--- config.mk ---
export PLATFORM = sky130hd
export DESIGN_NAME = risc_fetch_flat
export DESIGN_NICKNAME = d
export VERILOG_FILES = /design/src/rtl/risc_fetch_if.sv /design/src/rtl/risc_fetch.sv /design/src/flat_wrapper.sv
export SDC_FILE = /design/constraint.sdc
export NUM_CORES = 1
export LEC_CHECK = 0
export CAP_MARGIN = 20
export CORE_UTILIZATION = 50
export DETAILED_ROUTE_END_ITERATION = 12
export GPL_TIMING_DRIVEN = 0
export PLACE_DENSITY = 0.71
export SLEW_MARGIN = 20
export SYNTH_ARGS = -nofsm -noshare
export SYNTH_HDL_FRONTEND = slang
export SYNTH_SLANG_ARGS = --single-unit
--- constraint.sdc ---
create_clock -name clk -period 3 [get_ports clk]
set_input_delay 0.75 -clock clk [delete_from_list [all_inputs] [get_ports clk]]
set_output_delay 0.75 -clock clk [all_outputs]
set_load 0.1 [all_outputs]
--- src/rtl/risc_fetch_if.sv ---
// Bus bundle between the instruction unit and whoever drives it (bench or top).
// master drives program load and run control; slave is the fetch unit itself.
// Control handshake: prog_we, start and stall are level-sampled on each rising
// clock edge with no acknowledge; instr is meaningful to the decoder only in
// cycles where instr_valid is high, and each such cycle is a new instruction.
interface risc_fetch_if #(
    parameter int IW = 16,
    parameter int AW = 4
);
    logic          prog_we;
    logic [AW-1:0] prog_addr;
    logic [IW-1:0] prog_data;
    logic          start;
    logic [AW-1:0] end_addr;
    logic          stall;
    logic [IW-1:0] instr;
    logic          instr_valid;
    logic [AW-1:0] pc;
    logic          busy;
    logic          done;
    logic [1:0]    state_dbg;

    modport master (
        output prog_we, prog_addr, prog_data, start, end_addr, stall,
        input  instr, instr_valid, pc, busy, done, state_dbg
    );

    modport slave (
        input  prog_we, prog_addr, prog_data, start, end_addr, stall,
        output instr, instr_valid, pc, busy, done, state_dbg
    );
endinterface

--- src/rtl/risc_fetch.sv ---
// Instruction unit: small writable instruction memory plus a program counter.
// Issues one registered instruction word per cycle to the decoder between a
// start and the latched end address, with stall support and a done flag.
module risc_fetch #(
    parameter int IW = 16,
    parameter int AW = 4
) (
    input  logic         clk,
    input  logic         rst_n,
    risc_fetch_if.slave  bus
);
    localparam int DEPTH = 2 ** AW;

    typedef enum logic [1:0] {
        S_IDLE  = 2'd0,
        S_FETCH = 2'd1,
        S_DONE  = 2'd2
    } state_t;

    state_t        state_q, state_d;
    logic [AW-1:0] pc_q, pc_d;
    logic [AW-1:0] end_l_q, end_l_d;
    logic [IW-1:0] instr_q, instr_d;
    logic          instr_valid_q, instr_valid_d;
    logic          busy_q, busy_d;
    logic          done_q, done_d;

    // Memory is deliberately not reset so a loaded program survives rst_n.
    logic [IW-1:0] mem [DEPTH];

    // Program load port; writes are dropped while a program is running.
    always_ff @(posedge clk) begin
        if (bus.prog_we && (state_q != S_FETCH)) begin
            mem[bus.prog_addr] <= bus.prog_data;
        end
    end

    // Next-state logic: issue/advance in FETCH, start from IDLE or DONE.
    // done rises one cycle after the last issue so that cycle still shows
    // the final instruction as valid with done low.
    always_comb begin
        state_d       = state_q;
        pc_d          = pc_q;
        end_l_d       = end_l_q;
        instr_d       = instr_q;
        instr_valid_d = 1'b0;
        done_d        = 1'b0;
        case (state_q)
            S_IDLE: begin
                if (bus.start) begin
                    state_d = S_FETCH;
                    pc_d    = '0;
                    end_l_d = bus.end_addr;
                end
            end
            S_FETCH: begin
                if (!bus.stall) begin
                    instr_d       = mem[pc_q];
                    instr_valid_d = 1'b1;
                    // Entering DONE before the increment means pc never wraps.
                    if (pc_q == end_l_q) begin
                        state_d = S_DONE;
                    end else begin
                        pc_d = pc_q + AW'(1);
                    end
                end
            end
            S_DONE: begin
                if (bus.start) begin
                    state_d = S_FETCH;
                    pc_d    = '0;
                    end_l_d = bus.end_addr;
                end else begin
                    done_d = 1'b1;
                end
            end
            default: begin
                state_d = S_IDLE;
            end
        endcase
        busy_d = (state_d == S_FETCH);
    end

    // Control state and registered outputs; reset aborts any run immediately.
    always_ff @(posedge clk or negedge rst_n) begin
        if (!rst_n) begin
            state_q       <= S_IDLE;
            pc_q          <= '0;
            end_l_q       <= '0;
            instr_q       <= '0;
            instr_valid_q <= 1'b0;
            busy_q        <= 1'b0;
            done_q        <= 1'b0;
        end else begin
            state_q       <= state_d;
            pc_q          <= pc_d;
            end_l_q       <= end_l_d;
            instr_q       <= instr_d;
            instr_valid_q <= instr_valid_d;
            busy_q        <= busy_d;
            done_q        <= done_d;
        end
    end

    assign bus.instr       = instr_q;
    assign bus.instr_valid = instr_valid_q;
    assign bus.pc          = pc_q;
    assign bus.busy        = busy_q;
    assign bus.done        = done_q;
    assign bus.state_dbg   = state_q;
endmodule

--- src/flat_wrapper.sv ---
// flat-port wrapper written by rule: the top's interface ports become plain ports
module risc_fetch_flat 
#(
    parameter int IW = 16,
    parameter int AW = 4
)
  (clk, rst_n, bus_prog_we, bus_prog_addr, bus_prog_data, bus_start, bus_end_addr, bus_stall, bus_instr, bus_instr_valid, bus_pc, bus_busy, bus_done, bus_state_dbg);
  risc_fetch_if #(.IW(IW), .AW(AW)) bus_i ();
  input  logic clk;
  input  logic rst_n;
  input wire logic [$bits(bus_i.prog_we)-1:0] bus_prog_we;
  input wire logic [$bits(bus_i.prog_addr)-1:0] bus_prog_addr;
  input wire logic [$bits(bus_i.prog_data)-1:0] bus_prog_data;
  input wire logic [$bits(bus_i.start)-1:0] bus_start;
  input wire logic [$bits(bus_i.end_addr)-1:0] bus_end_addr;
  input wire logic [$bits(bus_i.stall)-1:0] bus_stall;
  output wire logic [$bits(bus_i.instr)-1:0] bus_instr;
  output wire logic [$bits(bus_i.instr_valid)-1:0] bus_instr_valid;
  output wire logic [$bits(bus_i.pc)-1:0] bus_pc;
  output wire logic [$bits(bus_i.busy)-1:0] bus_busy;
  output wire logic [$bits(bus_i.done)-1:0] bus_done;
  output wire logic [$bits(bus_i.state_dbg)-1:0] bus_state_dbg;
  assign bus_i.prog_we = bus_prog_we;
  assign bus_i.prog_addr = bus_prog_addr;
  assign bus_i.prog_data = bus_prog_data;
  assign bus_i.start = bus_start;
  assign bus_i.end_addr = bus_end_addr;
  assign bus_i.stall = bus_stall;
  assign bus_instr = bus_i.instr;
  assign bus_instr_valid = bus_i.instr_valid;
  assign bus_pc = bus_i.pc;
  assign bus_busy = bus_i.busy;
  assign bus_done = bus_i.done;
  assign bus_state_dbg = bus_i.state_dbg;
  risc_fetch #(.IW(IW), .AW(AW)) u_core (.clk(clk), .rst_n(rst_n), .bus(bus_i));
endmodule
# --- Word-level counts from Yosys, hierarchy flattened ---
# Memories as Yosys holds them, arrays and structs flattened. A register that Yosys moved wholly into a read port is not among the register bits.
# Cells that the tools add are included.
classes:
  n_addsub: 1
  n_eq_ne: 8
  muxes: 14
  bitwise_logic: 1
  reduce_logical: 8
ops:
  columns: ["cell", "n"]
  rows:
  - ["2-to-1 mux 4 bit", 3]
  - ["one-hot mux 4 bit (2 select lines)", 1]
  - ["2-to-1 mux 1 bit", 6]
  - ["2-to-1 mux 2 bit", 3]
  - ["adder 4 x 1 -> 4 bit, second input constant", 1]
  - ["== test 2 x 1 -> 1 bit, second input constant", 2]
  - ["== test 4 bit", 1]
  - ["!= test 2 x 1 -> 1 bit, second input constant", 2]
  - ["!= test 2 bit, second input constant", 2]
  - ["one-hot mux 2 bit (2 select lines)", 1]
  - ["AND reduction 2 bit", 2]
  - ["AND reduction 4 bit", 1]
  - ["== test 2 bit, second input constant", 1]
  - ["zero test 2 bit", 1]
  - ["nonzero test 2 bit", 1]
  - ["OR reduction 2 bit", 1]
  - ["logical AND 1 bit", 1]
  - ["zero test 1 bit", 1]
  - ["inverter 1 bit", 1]
word_totals:
  ff_bits: 13
  ram_bits: 256
  out_inout_bits: 25
  memories: 1
mem_list:
  columns: ["name", "words", "width", "rd", "rd_ports_with_merged_regs", "wr", "line_no", "rtl"]
  rows:
  - ["u_core.mem", 16, 16, 1, 1, 1, "risc_fetch.sv:29", "logic [IW-1:0] mem [DEPTH];"]

# --- Logic depth before layout (Yosys ltp) ---
logic_depth:
  ltp_word: 5
  mapped_depth: 8
  ltp_nobuf: 5

# --- Worst setup path before layout ---
# Ideal clock, no wire load.
synth_timing:
  kind: "register -> register"
  from: "register u_core.state_q[1] (netlist: u_core.bus.state_dbg[1])"
  to: "memory u_core.mem[0][0], enable pin"
  setup_ns: 0.409
  t_arrival_ns: 2.955
  required_ns: 2.591
  slack_ns: -0.364
  path_stages_with_launch: 5
  path_cell_list: "dfrtp_1 -> nor2b_1 -> nor2b_1 -> or3b_2 -> nor3_1"
synth_via:
  elab_chain_len: 4
synth_lines:
  columns: ["item", "line_no", "rtl"]
  rows:
  - ["from (decl)", "risc_fetch.sv:20", "state_t state_q, state_d;"]
  - ["from (signal assigned)", "risc_fetch.sv:95", "state_q <= state_d;"]
  - ["!= test 2 x 1 -> 1 bit", "risc_fetch.sv:33", "if (bus.prog_we && (state_q != S_FETCH)) begin"]
  - ["logical AND 1 bit", "risc_fetch.sv:33", null]
  - ["2-to-1 mux 1 bit", "risc_fetch.sv:33", null]
  - ["2-to-1 mux 1 bit (not written as such)", "risc_fetch.sv:34", "mem[bus.prog_addr] <= bus.prog_data;"]
  - ["to (decl)", "risc_fetch.sv:29", null]
# Every way passes these cells.

# --- Worst setup path after layout ---
layout_timing:
  from: "register u_core.instr_q[2] (netlist: u_core.bus.instr[2]), read port of u_core.mem"
  to: "output bus_instr[2]"
layout_rtl:
  columns: ["item", "line_no", "rtl"]
  rows:
  - ["from (decl)", "risc_fetch.sv:23", "logic [IW-1:0] instr_q, instr_d;"]
  - ["to (decl)", "flat_wrapper.sv:17", "output wire logic [$bits(bus_i.instr)-1:0] bus_instr;"]
# No word-level cell between the ends.

==> results.json <==
{
  "status": "complete, no violations",
  "core_area_sq_um": 21760,
  "async_flop_share_pct": 10.18,
  "number_of_antenna_violations_at_the_first_check_in_global_routing": 0,
  "cts_sinks": 285,
  "syn-instance-count": 527,
  "final_cell_mix": "sky130_fd_sc_hd__edfxtp_1, sky130_fd_sc_hd__clkdlybuf4s50_1, sky130_fd_sc_hd__mux4_2",
  "sw_frac_of_total_pct": 33.21,
  "die_height_um": 150.8,
  "grt_first_pass_wirelength_um": 34780,
  "sequential_share_of_power_pct": 38.3,
  "area_added_between_synthesis_and_finish_pct": 19.54,
  "worstPathRequired_ns": 2.25,
  "setup-tns-final_ns": 0,
  "synthesized_area_per_cell_sq_um": 21.00,
  "critPathSlowestCell": "sky130_fd_sc_hd__clkdlybuf4s50_1",
  "yosysUniqueCellTypes": 35,
  "finalHoldWorstSlack_ns": 0.2644,
  "synth-edff-count": 256,
  "final.min_clock_period_ns": 2.889,
  "cts_buffers": 28,
  "achievable-frequency_mhz": 346.1,
  "htree_num_levels": 1,
  "place_ws_ns": -0.1200,
  "initial_utilization_pct": 50.86,
  "timing.rr.start": "u_core.bus.state_dbg[0]$_DFF_PN0_",
  "remaining_max_slew_budget_at_the_tightest_pin_pct": 30.66,
  "critical_path.n_buffers_inverters": 1,
  "numPlacedInstances": 876,
  "tritoncts": "built",
  "grt_setup_unrepaired": "no",
  "post_drt_via_cell_ratio": 5.925,
  "power.density_cell_area_nw_per_um2": 936.5,
  "final_weighted_congestion_in_routability_driven_placement": 0.8755,
  "dieWidth_um": 150.8,
  "multi_input_area_sq_um": 2495,
  "post_synth_main_area_contributors": "sky130_fd_sc_hd__edfxtp_1, sky130_fd_sc_hd__dfrtp_1, sky130_fd_sc_hd__mux4_2",
  "crit_family": "buffers and inverters",
  "worst_slack_ns": 0.1109,
  "std_cell_rows": 54,
  "combinationalPowerShare_pct": 31.8,
  "crit_type": "reg -> out",
  "psw_mw": 4.114,
  "detail_route.wl_per_cell_um": 25.11,
  "layout.core_utilization_pct": 60.80,
  "clockPowerShare_pct": 29.8,
  "max_stage_delay_ns": 1.17,
  "final_cell_count_no_fill": 928,
  "crit_path_cell_trace": "clkdlybuf4s50_1",
  "final.period_utilization_pct": 96.30,
  "dieArea_sq_um": 22730,
  "nNetsFinal": 656,
  "worst_pin_slew_ns": 1.037,
  "hold_violations": 0,
  "grt_start_max_net_pins": 30,
  "seq_area_frac_synth_pct": 76.03,
  "antennaDiodeCount": 0,
  "cap_violations": 0,
  "timing.critical_path.arrival_ns": 2.14,
  "first_pass_iters": 5,
  "p_int_mw": 8.274,
  "synth_flop_cell": "sky130_fd_sc_hd__edfxtp_1",
  "vdd_drop_max_v": 0.001368,
  "critPathMaxFanout": 2,
  "worst_skew_pair.late_latency_ns": 0.54,
  "final_common_cell": "sky130_fd_sc_hd__edfxtp_1",
  "critical_path_capture_point_type": "output port",
  "crit_path_start": "u_core.bus.instr[2]$_DFFE_PN0P_",
  "yosysWarningCount": 0,
  "finalMaxSlewViolations": 0,
  "grt_overflow_total": 0,
  "timing.hold.worst.class": "in -> async",
  "totalWireLength_um": 23310,
  "dp_hpwl_um": 15260,
  "clk_root_buffer_cell": "sky130_fd_sc_hd__clkbuf_16",
  "drt_iter0_markers": 384,
  "final.setup_skew_ns": 0.01548,
  "track_usage_pct": 21.56,
  "io_buf_count": 53,
  "synthesis.nets": 557,
  "final_layout_size_suffix_gt1_share_pct": 24.07,
  "fillCellCount": 1517,
  "power.static_leakage_nw": 4.390,
  "synth-seq-cells": 285,
  "setup_violations": 0,
  "final_antenna_net_count": 0,
  "grt_pass1_vias": 5776,
  "netlist_area_sq_um": 11070,
  "io-pin-count": 54,
  "postCtsSetupRepairBufs": 0,
  "via_count": 5498,
  "ctsLongestPathBuffers": 3,
  "synth.largest_area_cell": "sky130_fd_sc_hd__edfxtp_1",
  "clk_pin_slew_ns": 0.06,
  "synth_largest_type_area_fraction_pct": 69.47,
  "drc_errors": 0,
  "sequential_cell_area_sq_um": 8413,
  "startpoint_type": "flop"
}
[cell type report]
type | instances | share of cell area (%)
buffer | 29 | 1.646
tap | 280 | 2.649
clock buffer | 36 | 5.827
multi-input combinational | 209 | 18.86
timing repair buffer | 69 | 5.638
clock inverter | 16 | 1.665
inverter | 4 | 0.1135
sequential | 285 | 63.60
[kinds of logic after synthesis]
group / count (synthesis) / share of synthesized area, %
AOI/OAI and AO/OA: 54 / 3.381
xor gates and xnor gates: 4 / 0.3166
adders and majority gates: 1 / 0.1131
buffers and inverters: 33 / 2.103
DFF: 285 / 76.03
muxes: 100 / 15.83
and+or+nand+nor: 50 / 2.228
[synth_stat cells (2+ instances only)]
| master | n |
|---|---|
| sky130_fd_sc_hd__buf_2 | 11 |
| sky130_fd_sc_hd__edfxtp_1 | 256 |
| sky130_fd_sc_hd__clkbuf_1 | 4 |
| sky130_fd_sc_hd__inv_1 | 4 |
| sky130_fd_sc_hd__and2_1 | 2 |
| sky130_fd_sc_hd__o31ai_1 | 2 |
| sky130_fd_sc_hd__nor3_1 | 4 |
| sky130_fd_sc_hd__a22oi_1 | 16 |
| sky130_fd_sc_hd__nand2_1 | 16 |
| sky130_fd_sc_hd__nand2b_1 | 3 |
| sky130_fd_sc_hd__nor2_1 | 12 |
| sky130_fd_sc_hd__dfrtp_1 | 29 |
| sky130_fd_sc_hd__o21ai_0 | 19 |
| sky130_fd_sc_hd__a221oi_1 | 12 |
| sky130_fd_sc_hd__nand3b_1 | 2 |
| sky130_fd_sc_hd__buf_6 | 12 |
| sky130_fd_sc_hd__mux2i_1 | 28 |
| sky130_fd_sc_hd__nand3_1 | 3 |
| sky130_fd_sc_hd__o211ai_1 | 2 |
| sky130_fd_sc_hd__mux2_2 | 20 |
| sky130_fd_sc_hd__mux4_2 | 32 |
| sky130_fd_sc_hd__xnor2_1 | 4 |
| sky130_fd_sc_hd__mux4_1 | 20 |
| sky130_fd_sc_hd__nor2b_1 | 3 |
[state kept, by name (all words and copies together), names as in the netlist]
register and count:
u_core.bus.busy 1, u_core.bus.pc 4, u_core.bus.instr 16, u_core.end_l_q 4
u_core.bus.done 1, u_core.bus.instr_valid 1, u_core.mem 256, u_core.bus.state_dbg 2
[per-stage QoR]
step                      area (sq um)  power, mW
after floorplan                  11090      7.682
after global placement           11970      8.692
after detailed placement         12230      8.786
after CTS                        13230      12.49
after global routing             13230      12.81
final                            13230      12.39
[final timing paths]
path	to	slack, ns	cells after the start
max in group asynchronous	u_core.bus.instr[0]$_DFFE_PN0P_	2.29	1
min in group clk	u_core.end_l_q[0]$_DFFE_PN0P_	0.54	1
setup / recovery	bus_instr[2]	0.11	1
hold / removal	u_core.bus.instr[1]$_DFFE_PN0P_	0.26	1
hold reg to reg	u_core.end_l_q[0]$_DFFE_PN0P_	0.54	1
setup reg to reg	u_core.mem[8][5]$_DFFE_PP_	0.50	5
[power groups by stage]
| stage | sequential [mW] | clock [mW] | combinational, mW |
|---|---|---|---|
| floorplan | 5.86 | 0 | 1.82 |
| finish | 4.75 | 3.70 | 3.94 |
| detailed placement | 4.83 | 0 | 3.96 |
| global placement | 4.82 | 0 | 3.88 |
| global route | 4.77 | 3.89 | 4.15 |
| CTS | 4.75 | 3.74 | 3.99 |
[timing repair]
item | 4_1_cts | 5_1_grt
gates resized for setup | 0 | 1
hold buffers | 0 | 0
endpoints found under the setup margin | 0 | 1
hold endpoints to repair | 0 | 0
[routing by layer]
layer	vias to the layer above	global-route usage (%)	wire, um
li1	2392	-	-
met1	2862	29.10	9793
met2	208	36.72	11580
met3	36	3.909	1520
met4	0	4.750	406
met5	-	0	0
(Power assumes the default switching activity.)
